--- src/rtl/vlog_sync_fifo_if.sv ---
`default_nettype none
// ============================================================================
// Module      : vlog_sync_fifo_if
// Description : Valid/ready handshake bundle for vlog_sync_fifo. It carries
//               the write side (in_valid/in_data/in_ready) and the read side
//               (out_valid/out_data/out_ready) of the FIFO.
//               master : producer/consumer environment driving the FIFO
//               slave  : the FIFO itself
// Revision    : 1.0 - initial release
// ============================================================================
interface vlog_sync_fifo_if #(
  parameter int WIDTH = 9
);
  logic             in_valid;   // producer offers in_data
  logic [WIDTH-1:0] in_data;    // write data
  logic             in_ready;   // FIFO can accept a word
  logic             out_valid;  // head word available
  logic [WIDTH-1:0] out_data;   // head word (show-ahead)
  logic             out_ready;  // consumer takes head word

  modport master (
    output in_valid, in_data, out_ready,
    input  in_ready, out_valid, out_data
  );

  modport slave (
    input  in_valid, in_data, out_ready,
    output in_ready, out_valid, out_data
  );
endinterface
`default_nettype wire

--- src/rtl/vlog_sync_fifo.sv ---
`default_nettype none
// ============================================================================
// Module      : vlog_sync_fifo
// Description : Single-clock show-ahead FIFO, DEPTH x WIDTH register array,
//               with occupancy count, almost-full/almost-empty flags and
//               sticky overflow/underflow error bits.
// Ports       : clk          - clock, all state updates on posedge
//               rst_n        - synchronous active-low reset
//               bus          - handshake bundle (slave modport)
//               clr_err      - clears overflow/underflow on next edge
//               count        - occupancy 0..DEPTH
//               almost_full  - count >= AFULL_LVL
//               almost_empty - count <= AEMPTY_LVL
//               overflow     - sticky: write attempted while full
//               underflow    - sticky: read attempted while empty
// Revision    : 1.0 - initial release
// ============================================================================
module vlog_sync_fifo #(
  parameter int WIDTH      = 9,
  parameter int DEPTH      = 16,
  parameter int AFULL_LVL  = 12,
  parameter int AEMPTY_LVL = 2,
  parameter int CNT_W      = $clog2(DEPTH) + 1
) (
  input  wire logic             clk,
  input  wire logic             rst_n,
  vlog_sync_fifo_if.slave       bus,
  input  wire logic             clr_err,
  output logic      [CNT_W-1:0] count,
  output logic                  almost_full,
  output logic                  almost_empty,
  output logic                  overflow,
  output logic                  underflow
);

  localparam int PTR_W = (DEPTH > 1) ? $clog2(DEPTH) : 1;

  // Parameter legality is checked once at elaboration.
  initial begin
    if (DEPTH < 2 || (DEPTH & (DEPTH - 1)) != 0)
      $fatal(1, "vlog_sync_fifo: DEPTH=%0d must be a power of two >= 2", DEPTH);
    if (AFULL_LVL > DEPTH)
      $fatal(1, "vlog_sync_fifo: AFULL_LVL=%0d exceeds DEPTH=%0d", AFULL_LVL, DEPTH);
    if ($bits(bus.in_data) != WIDTH)
      $fatal(1, "vlog_sync_fifo: interface width differs from WIDTH=%0d", WIDTH);
  end

  logic [WIDTH-1:0] mem [DEPTH];
  logic [PTR_W-1:0] wr_ptr;
  logic [PTR_W-1:0] rd_ptr;
  logic [CNT_W-1:0] cnt;
  logic             full;
  logic             empty;
  logic             wr_fire;
  logic             rd_fire;
  logic             ovf_evt;
  logic             unf_evt;

  // Flags come straight from the registered count, so they are valid in the
  // same cycle the count changes.
  assign full  = (cnt == CNT_W'(DEPTH));
  assign empty = (cnt == '0);

  assign bus.in_ready  = !full;
  assign bus.out_valid = !empty;
  assign bus.out_data  = mem[rd_ptr];

  // When full, a read still fires but the write is blocked; when empty, the
  // write fires but the read does not (no write-through bypass).
  assign wr_fire = bus.in_valid  && !full;
  assign rd_fire = bus.out_ready && !empty;
  assign ovf_evt = bus.in_valid  && full;
  assign unf_evt = bus.out_ready && empty;

  assign count        = cnt;
  assign almost_empty = (cnt <= CNT_W'(AEMPTY_LVL));

  // A zero threshold would make the compare constant, so it is tied off.
  generate
    if (AFULL_LVL == 0) begin : g_afull_const
      assign almost_full = 1'b1;
    end else begin : g_afull_cmp
      assign almost_full = (cnt >= CNT_W'(AFULL_LVL));
    end
  endgenerate

  always_ff @(posedge clk) begin
    if (!rst_n) begin
      wr_ptr    <= '0;
      rd_ptr    <= '0;
      cnt       <= '0;
      overflow  <= 1'b0;
      underflow <= 1'b0;
    end else begin
      if (wr_fire)
        wr_ptr <= wr_ptr + PTR_W'(1);
      if (rd_fire)
        rd_ptr <= rd_ptr + PTR_W'(1);
      case ({wr_fire, rd_fire})
        2'b10:   cnt <= cnt + CNT_W'(1);
        2'b01:   cnt <= cnt - CNT_W'(1);
        default: cnt <= cnt;
      endcase
      // A new error event wins over a coincident clear.
      overflow  <= ovf_evt || (overflow  && !clr_err);
      underflow <= unf_evt || (underflow && !clr_err);
    end
  end

  // Storage is not reset; stale entries are unreachable once the pointers
  // and count are cleared.
  always_ff @(posedge clk) begin
    if (rst_n && wr_fire)
      mem[wr_ptr] <= bus.in_data;
  end

endmodule
`default_nettype wire
--- src/flat_wrapper.sv ---
// flat-port wrapper written by rule: the top's interface ports become plain ports
module vlog_sync_fifo_flat 
#(
  parameter int WIDTH      = 9,
  parameter int DEPTH      = 16,
  parameter int AFULL_LVL  = 12,
  parameter int AEMPTY_LVL = 2,
  parameter int CNT_W      = $clog2(DEPTH) + 1
)
  (clk, rst_n, clr_err, count, almost_full, almost_empty, overflow, underflow, bus_in_valid, bus_in_data, bus_out_ready, bus_in_ready, bus_out_valid, bus_out_data);
  vlog_sync_fifo_if #(.WIDTH(WIDTH)) bus_i ();
  input  wire logic clk;
  input  wire logic rst_n;
  input  wire logic clr_err;
  output logic      [CNT_W-1:0] count;
  output logic almost_full;
  output logic almost_empty;
  output logic overflow;
  output logic underflow;
  input wire logic [$bits(bus_i.in_valid)-1:0] bus_in_valid;
  input wire logic [$bits(bus_i.in_data)-1:0] bus_in_data;
  input wire logic [$bits(bus_i.out_ready)-1:0] bus_out_ready;
  output wire logic [$bits(bus_i.in_ready)-1:0] bus_in_ready;
  output wire logic [$bits(bus_i.out_valid)-1:0] bus_out_valid;
  output wire logic [$bits(bus_i.out_data)-1:0] bus_out_data;
  assign bus_i.in_valid = bus_in_valid;
  assign bus_i.in_data = bus_in_data;
  assign bus_i.out_ready = bus_out_ready;
  assign bus_in_ready = bus_i.in_ready;
  assign bus_out_valid = bus_i.out_valid;
  assign bus_out_data = bus_i.out_data;
  vlog_sync_fifo #(.WIDTH(WIDTH), .DEPTH(DEPTH), .AFULL_LVL(AFULL_LVL), .AEMPTY_LVL(AEMPTY_LVL), .CNT_W(CNT_W)) u_core (.clk(clk), .rst_n(rst_n), .bus(bus_i), .clr_err(clr_err), .count(count), .almost_full(almost_full), .almost_empty(almost_empty), .overflow(overflow), .underflow(underflow));
endmodule
--- config.mk ---
export PLATFORM = sky130hd
export DESIGN_NAME = vlog_sync_fifo_flat
export DESIGN_NICKNAME = d
export VERILOG_FILES = /design/src/rtl/vlog_sync_fifo_if.sv /design/src/rtl/vlog_sync_fifo.sv /design/src/flat_wrapper.sv
export SDC_FILE = /design/constraint.sdc
export NUM_CORES = 1
export LEC_CHECK = 0
export CAP_MARGIN = 20
export CORE_ASPECT_RATIO = 2
export CORE_MARGIN = 3
export CORE_UTILIZATION = 35
export CTS_BUF_LIST = sky130_fd_sc_hd__clkbuf_4
export DETAILED_ROUTE_END_ITERATION = 7
export PLACE_DENSITY = 0.51
export SLEW_MARGIN = 20
export SYNTH_ARGS = -nofsm -noshare
export SYNTH_HDL_FRONTEND = slang
export SYNTH_SLANG_ARGS = --single-unit
--- constraint.sdc ---
create_clock -name clk -period 3.1 [get_ports clk]
set_input_delay 0.62 -clock clk [delete_from_list [all_inputs] [get_ports clk]]
set_output_delay 0.62 -clock clk [all_outputs]
set_load 0.02 [all_outputs]
After elaboration in Yosys (flattened, before gate mapping)
Memory sizes are Yosys's and may differ from the RTL's. A register that Yosys moved wholly into a read port is not among the register bits.
Cells that the tools add are included.
{"block": "op_classes", "eq_ne": 3, "n_mux": 5, "n_reduce_logical": 14, "add_sub_neg": 4, "order_cmp": 2}
{"op": "one-hot mux 5 bit (2 select lines)", "count": 1}
{"op": "adder 4 x 1 -> 4 bit (second input constant)", "count": 2}
{"op": "2-to-1 mux 4 bit", "count": 2}
{"op": "logical AND 1 bit", "count": 7}
{"op": "adder 5 x 1 -> 5 bit (second input constant)", "count": 1}
{"op": "== test 5 bit (second input constant)", "count": 1}
{"op": ">= comparator 5 x 4 -> 1 bit (second input constant)", "count": 1}
{"op": "<= comparator 5 x 2 -> 1 bit (second input constant)", "count": 1}
{"op": "logical NOT 5 bit", "count": 1}
{"op": "subtractor 5 x 1 -> 5 bit (second input constant)", "count": 1}
{"op": "logical NOT 1 bit", "count": 3}
{"op": "== test 2 x 1 -> 1 bit (second input constant)", "count": 1}
{"op": "== test 2 bit (second input constant)", "count": 1}
{"op": "logical OR 1 bit", "count": 2}
{"op": "2-to-1 mux 1 bit", "count": 2}
{"op": "nonzero test 2 bit", "count": 1}
{"block": "totals", "regBits": 15, "word_cells": 34, "out_inout_bits": 20, "input_bits": 14, "mem_bits_rw": 144, "n_memories": 1}
{"memory": "u_core.mem", "depth": 16, "width": 9, "read_ports": 1, "rd_ports_with_merged_regs": 1, "wr": 1, "line_no": "vlog_sync_fifo.sv:48", "text": "logic [WIDTH-1:0] mem [DEPTH];"}

Depth between registers and ports, before layout
Gate-level depths: netlist (run 1).
{"block": "logic_depth", "depth_word": 6, "depth_mapped": 12, "depth_no_buf": 10}

Worst setup path after synthesis (run 1)
Ideal clock, no wire load.
{"block": "synth_timing", "path_kind": "flip-flop to flip-flop", "startpoint": "register u_core.cnt[1], in the netlist u_core.count[1]", "endpoint": "register u_core.cnt[2], in the netlist u_core.count[2]", "path_buffers": 2, "period_less_slack_ns": 2.845, "t_arrival_ns": 2.775, "path_slack_ns": 0.255, "setup_time_ns": 0.070, "stages_incl_launch_ff": 12, "cell_sequence": "dfxtp_1 -> buf_6 -> or4_4 -> o21ai_4 -> inv_1 -> ha_1 -> clkbuf_1 -> xor2_1 -> ha_1 -> o21a_1 -> or4_1 -> a21oi_1"}
{"block": "synth_between", "elab_chain_len": 5, "word_cells_on_any_way": 12, "cone_classes": "add/sub: 2; eq/ne: 3; mux: 1; reduce/logical: 6"}
{"item": "start: declaration", "line_no": "vlog_sync_fifo.sv:51", "text": "logic [CNT_W-1:0] cnt;"}
{"item": "start signal: assignment", "line_no": "vlog_sync_fifo.sv:100", "text": "2'b10: cnt <= cnt + CNT_W'(1);"}
{"item": "start signal: assignment", "line_no": "vlog_sync_fifo.sv:101", "text": "2'b01: cnt <= cnt - CNT_W'(1);"}
{"item": "start signal: assignment", "line_no": "vlog_sync_fifo.sv:102", "text": "default: cnt <= cnt;"}
{"item": "== test 5 bit or logical NOT 5 bit (tied branches)", "line_no": "vlog_sync_fifo.sv:61, vlog_sync_fifo.sv:62"}
{"item": "logical NOT 1 bit, on equally long branches", "line_no": "vlog_sync_fifo.sv:70, vlog_sync_fifo.sv:71"}
{"item": "logical AND 1 bit, on equally long branches", "line_no": "vlog_sync_fifo.sv:70, vlog_sync_fifo.sv:71"}
{"item": "== test 2 x 1 -> 1 bit or == test 2 bit (tied branches)", "line_no": "vlog_sync_fifo.sv:99", "text": "case ({wr_fire, rd_fire})"}
{"item": "one-hot mux 5 bit (2 select lines) or nonzero test 2 bit (tied branches)"}
Several ways; a longest one is shown, not always the timed one.
A chain may end at the register's enable or synchronous reset.

==> results of run 1 <==
[registers in the layout, indices dropped and copies added (netlist names), named ones only]
register          count
u_core.underflow      1
u_core.rd_ptr         4
u_core.overflow       1
u_core.wr_ptr         4
u_core.count          5
u_core.mem          144
[cell type report]
| type | count | area [um2] | share of cell area, % |
|---|---|---|---|
| Timing Repair Buffer | 69 | 656 | 8.58 |
| Clock buffer | 21 | 158 | 2.06 |
| Inverter | 7 | 26.3 | 0.344 |
| Sequential cell | 163 | 4710 | 61.6 |
| Tap cell | 213 | 267 | 3.49 |
| Antenna cell | 1 | 2.50 | 0.0327 |
| Multi-Input combinational cell | 164 | 1690 | 22.2 |
| Clock inverter | 11 | 133 | 1.74 |
[worst register-to-register path: stages, from the launching register on]
cell     delay [ns]
dfxtp_1        0.33
or4_4          0.59
o21ai_4        0.23
inv_1          0.08
ha_1           0.26
xor2_1         0.17
ha_1           0.23
o21a_1         0.20
or4_1          0.39
a21oi_1        0.15
[worst paths after layout]
check / from / endpoint / slack, ns / cells after the start
worst max-delay path: flop / bus_out_data[4] / 0.13 / 5
worst max register to register: u_core.count[0] / u_core.count[2] / 0.42 / 9
worst min-delay path: u_core.underflow / u_core.underflow / 0.48 / 2
worst min register to register: u_core.underflow / u_core.underflow / 0.48 / 2
[where the power goes]
group / switching [W] / internal, W
registers: 0.0000834 / 0.00247
logic: 0.000854 / 0.000824
clock network: 0.000703 / 0.000591
total: 0.00164 / 0.00389
[Yosys cell counts (2+ instances only)]
master / n
edfxtp_1: 144
mux4_2: 36
nor2_1: 27
nand2_1: 20
dfxtp_1: 19
a22oi_1: 18
ha_1: 8
clkbuf_1: 7
inv_1: 7
mux2i_1: 5
xor2_1: 5
buf_1: 4
nand3_1: 4
buf_4: 3
nor2b_1: 3
o21a_1: 3
a21oi_1: 2
buf_2: 2
nand3b_1: 2
nor3_1: 2
o211ai_1: 2
o31ai_1: 2
or3_1: 2
[logic make-up after synthesis]
kind of cell / after synthesis / share of synthesized area [%]
fa+ha+maj: 8 / 1.54
buf+inv: 25 / 1.79
compound gates: 38 / 4.84
xor+xnor: 6 / 0.809
mux: 41 / 13.3
flops: 163 / 72.4
simple gates: 71 / 5.34
[timing repair]
action / 4_1_cts / 5_1_grt
resized for setup: 12 / 11
pin swaps: 0 / 1
setup endpoints to repair: 9 / 9
gates cloned: 1 / 1
[routing by layer]
layer  global-route usage [%]  vias up
li1                         -     1553
met1                     16.3     1751
met2                     29.4       78
met3                     3.33       18
met4                     5.55        0
met5                        0        -
[per-stage QoR]
step,std cells,hold slack (ns),total power (W)
4_1_cts,647,0.487,0.00556
3_3_place_gp,614,0.452,0.00426
3_5_place_dp,614,0.465,0.00426
6_report,649,0.481,0.00553
2_1_floorplan,352,0.476,0.00366
5_1_grt,649,0.516,0.00581
==> summary.md, run 1 <==
| Metric | Value |
|---|---|
| Share of cells above drive strength 1 | `26.7%` |
| Worst EP required | `2.48 ns` |
| Synth unique cells | `48` |
| Max clock buf depth | `2` |
| Setup WS post-layout | `0.126 ns` |
| Max stage delay cell, worst path | `mux4_2` |
| Bufs and invs on worst path | `2` |
| Final Hold Fails | `0` |
| Vias in the first global route | `3,746` |
| Crit-path max cell delay | `0.57 ns` |
| Design area | `0.00764 mm2` |
| Total Wirelength | `14.7 mm` |
| Relative slew slack | `59.0%` |
| DRT Pass-1 Iters | `6` |
| GRT Residual Overflow | `0` |
| Placer Congestion | `0.780` |
| CTS Buf Count | `17` |
| Number of synthesized flops with an enable pin | `144` |
| Yosys warns | `0` |
| Worst Path Arrival | `2.35 ns` |
| Sequential share of the synthesized area | `72.4%` |
| Die Y | `199 um` |
| Routed WL per cell | `22.6 um` |
| Largest cells by area after synthesis | `edfxtp_1 (67%), mux4_2 (12%), dfxtp_1 (5.9%)` |
| Total track usage | `15.5%` |
| Final net count | `444` |
| Critical Path End Type | `output port` |
| Fmax | `336 MHz` |
| CP max FO | `9` |
| Initial antenna violation count | `1` |
| TritonCTS clock tree | `built` |
| Worst-Margin Slew | `0.613 ns` |
| Status | `finished, final reports clean` |
| Initial core utilization | `36.2%` |
| # hold bufs at CTS | `0` |
| Met2 WL post-DR | `8.81 mm` |
| Power density cells | `723 mW/mm2` |
| Worst-Skew Late Latency | `0.56 ns` |
| Final ANT Viol Nets | `0` |
| H-tree depth | `4` |
| Setup TNS Final | `0 ns` |
| RSZ-0062 raised after global routing | `false` |
| Commonest non-fill, non-tap cell in the layout | `edfxtp_1` |
| Worst setup path class | `reg2out` |
| Area post-placement | `0.00728 mm2` |
| I/O Pins | `34` |
| Flop and latch count out of synthesis | `163` |
| Top sig layer | `met4` |
| Core area | `0.0180 mm2` |
| Via Count | `3,400` |
| Pleak | `2.58 nW` |
| IO Port Bufs | `33` |
| FP Rows | `69` |
| Most frequent cells in the layout | `edfxtp_1 (144), mux4_2 (36), buf_4 (32)` |
| Final Util | `42.6%` |
| Met1 WL | `5.17 mm` |
| First-pass GRT wire length | `22.3 mm` |
| Crit-path leading delay family | `multiplexers` |
| Largest net degree at the start of global routing | `37` |
| Pre-CTS WS | `0.275 ns` |
| Minimum clock period | `2.97 ns` |
| Cell taking the most area after synthesis | `edfxtp_1` |
| Die area | `0.0203 mm2` |
| # Max-Cap Violations | `0` |
| Asr flop ratio synth | `0%` |
| Clk root buf | `clkbuf_4` |
| DR vias/cell | `5.24` |
| Setup Buffers After CTS | `0` |
| Top_reg_cell synth | `edfxtp_1` |
| Pins Over Slew Limit | `0` |
| Crit path cell chain | `clkbuf_16 > mux4_2 > a22oi_1 > nand2_1 > dlygate4sd2_1` |
| Hold WC Path Type | `reg2reg` |
| Fill cells | `1,638` |
| Worst vdd ir | `0.379 mV` |
| Post-synthesis cell count | `352` |
| Syn_nets | `374` |
| DR iter-0 viols | `153` |
| Skew final | `0.0227 ns` |
| Routed met3 length | `425 um` |
| Avg Cell Area, Syn | `18.5 um2` |
| Die width | `102 um` |
| Area delta synth->final | `17.7%` |
| Mapped cell area | `0.00649 mm2` |
| DP Wirelength | `9.89 mm` |
| CTS Sinks | `163` |
| # DRC | `0` |
| Reg clk slew, reported paths | `0.13 ns` |
| Startpoint Class | `flop` |
| Tcrit/Tclk final | `95.9%` |
| Count of final setup violators | `0` |
| Top cell type's share of synthesized area | `66.6%` |
No activity file was read; power rests on OpenSTA's default activity.
==> run 2: changes to the inputs <==
Settings changed: CTS_CLUSTER_SIZE set to 25.
==> results of run 2 <==
Final layout, timing and power as in run 1 (identical DEF).
==> run 3: changes to the inputs <==
Settings changed: GPL_TIMING_DRIVEN set to 0.
Clock period 3.1 ns to 3.05 ns, I/O delays scaled along.
==> run 3 against run 2 <==
Against the previous run: final area shrank 1.8%; combinational power up 7%; sequential cell count is the same; cell count is 2.0% lower; non-clock buffer count shrank 13; sequential power hardly changed; via count fell by 2.6%; critical path type unchanged.
==> summary.md, run 3 (same netlist as run 1, synthesis figures left out) <==
| Metric | Value |
|---|---|
| H-tree depth | `4` |
| CTS Buf Count | `17` |
| Final Hold Fails | `0` |
| Worst-Skew Late Latency | `0.56 ns` |
| PnR Total Power | `0.00553 W` |
| Reg clk slew, reported paths | `0.15 ns` |
| I/O Pins | `34` |
| Clk root buf | `clkbuf_4` |
| Commonest non-fill, non-tap cell in the layout | `edfxtp_1` |
| RSZ-0062 raised after global routing | `true` |
| DR iter-0 viols | `161` |
| Via Count | `3,310` |
| Relative slew slack | `37.3%` |
| Worst vdd ir | `0.582 mV` |
| Core area | `0.0180 mm2` |
| Fmax | `342 MHz` |
| Pins Over Slew Limit | `0` |
| Critical Path End Type | `output port` |
| Minimum clock period | `2.93 ns` |
| Pleak | `2.45 nW` |
| Largest regs | `u_core.mem: 144 flops, u_core.count: 5 flops` |
| IO Port Bufs | `33` |
| Initial core utilization | `36.2%` |
| Share of cells above drive strength 1 | `27.3%` |
| Final ANT Viol Nets | `0` |
| Crit-path leading delay family | `buffers and inverters` |
| Max stage delay cell, worst path | `mux4_2` |
| Max clock buf depth | `2` |
| Worst Path Arrival | `2.32 ns` |
| Crit path cell chain | `buf_12 > buf_12 > buf_4 > mux4_2 > a22oi_2 > nand2_1 > buf_2` |
| Tcrit/Tclk final | `96.0%` |
| Routed WL per cell | `21.9 um` |
| Skew final | `0.0261 ns` |
| Bufs and invs on worst path | `4` |
| Biggest register | `u_core.mem` |
| Final net count | `431` |
| Crit-path max cell delay | `0.50 ns` |
| Hold WC Path Type | `reg2reg` |
| Largest register FFs | `144` |
| Status | `finished, final reports clean` |
| Worst-Margin Slew | `0.938 ns` |
| Die Y | `199 um` |
| Worst setup path class | `reg2out` |
| Largest net degree at the start of global routing | `17` |
| Die width | `102 um` |
| DR vias/cell | `5.20` |
| Most frequent cells in the layout | `edfxtp_1 (144), mux4_2 (36), nor2_1 (27)` |
| # Max-Cap Violations | `0` |
| Cell repeated most along the worst path | `buf_12` |
| GRT Residual Overflow | `0` |
| Setup TNS Final | `0 ns` |
| Power density cells | `737 mW/mm2` |
| Count of final setup violators | `0` |
| Vias in the first global route | `3,499` |
| DP Wirelength | `9.90 mm` |
| Die area | `0.0203 mm2` |
| Total Wirelength | `13.9 mm` |
| First-pass GRT wire length | `21.0 mm` |
| FP Rows | `69` |
| # DRC | `0` |
| Area delta synth->final | `15.5%` |
| CTS Sinks | `163` |
| Worst EP required | `2.44 ns` |
| Placer Congestion | `0.835` |
| Startpoint Class | `flop` |
| Total track usage | `14.9%` |
| Initial antenna violation count | `1` |
| CP max FO | `9` |
| TritonCTS clock tree | `built` |
| DRT Pass-1 Iters | `4` |
| Final Util | `41.8%` |
==> run 3: cell types whose count changed in the layout (fill, tap and decap cells not counted), sizes merged <==
cell | before | now
clkdlybuf4s15 | 6 | 0
bufinv | 3 | 0
clkbuf | 23 | 29
clkinv | 2 | 6
buf | 35 | 21
dlygate4sd2 | 2 | 0
inv | 13 | 15
==> run 3: layout make-up <==
cell class | instances | area, um2
Tap cell | 213 | 267
Buffer | 18 | 161
Sequential cell | 163 | 4710
Multi-Input combinational cell | 164 | 1760
Inverter | 7 | 26.3
Antenna cell | 1 | 2.50
Clock buffer | 18 | 135
Fill cell | 1650 | 10500
Clock inverter | 14 | 120
Timing Repair Buffer | 38 | 323
==> run 3: timing repair <==
action / 4_1_cts / 5_1_grt
pin swaps: 0 / 2
resized for setup: 58 / 16
hold buffers: 0 / 0
setup endpoints to repair: 11 / 9
buffers inserted: 2 / 3
==> run 3: power by group <==
part,internal (W),total (W),switching (W)
registers,0.00251,0.00259,0.0000730
logic,0.000861,0.00180,0.000939
clock network,0.000358,0.00114,0.000782
==> run 3: final timing paths <==
path,endpoint,depth (start not counted),slack (ns),start
max,bus_out_data[7],7,0.12,flop
min,u_core.underflow,2,0.48,u_core.underflow
max reg2reg,u_core.count[2],11,0.16,u_core.count[1]
min reg2reg,u_core.underflow,2,0.48,u_core.underflow
==> run 3: tightest hold or removal path, cell delays in order (launching register included) <==
cell	delay, ns
dfxtp_1	0.34
nand2_1	0.06
a21oi_1	0.05
==> run 3: layer usage <==
| layer | global-route usage, % | wire length, um |
|---|---|---|
| met5 | 0 | 0 |
| met4 | 4.91 | 276 |
| met3 | 3.93 | 494 |
| met2 | 28.6 | 8390 |
| met1 | 15.0 | 4770 |
==> run 3: through the flow <==
| step | area, um2 | hold WS (ns) | std cells | setup slack [ns] |
|---|---|---|---|---|
| 2_1_floorplan | 6490 | 0.476 | 352 | 0.205 |
| 3_3_place_gp | 7090 | 0.465 | 598 | -0.516 |
| 3_5_place_dp | 7090 | 0.459 | 598 | -0.515 |
| 4_1_cts | 7490 | 0.485 | 632 | -0.0110 |
| 5_1_grt | 7500 | 0.514 | 636 | -0.0141 |
| 6_report | 7500 | 0.481 | 636 | 0.122 |
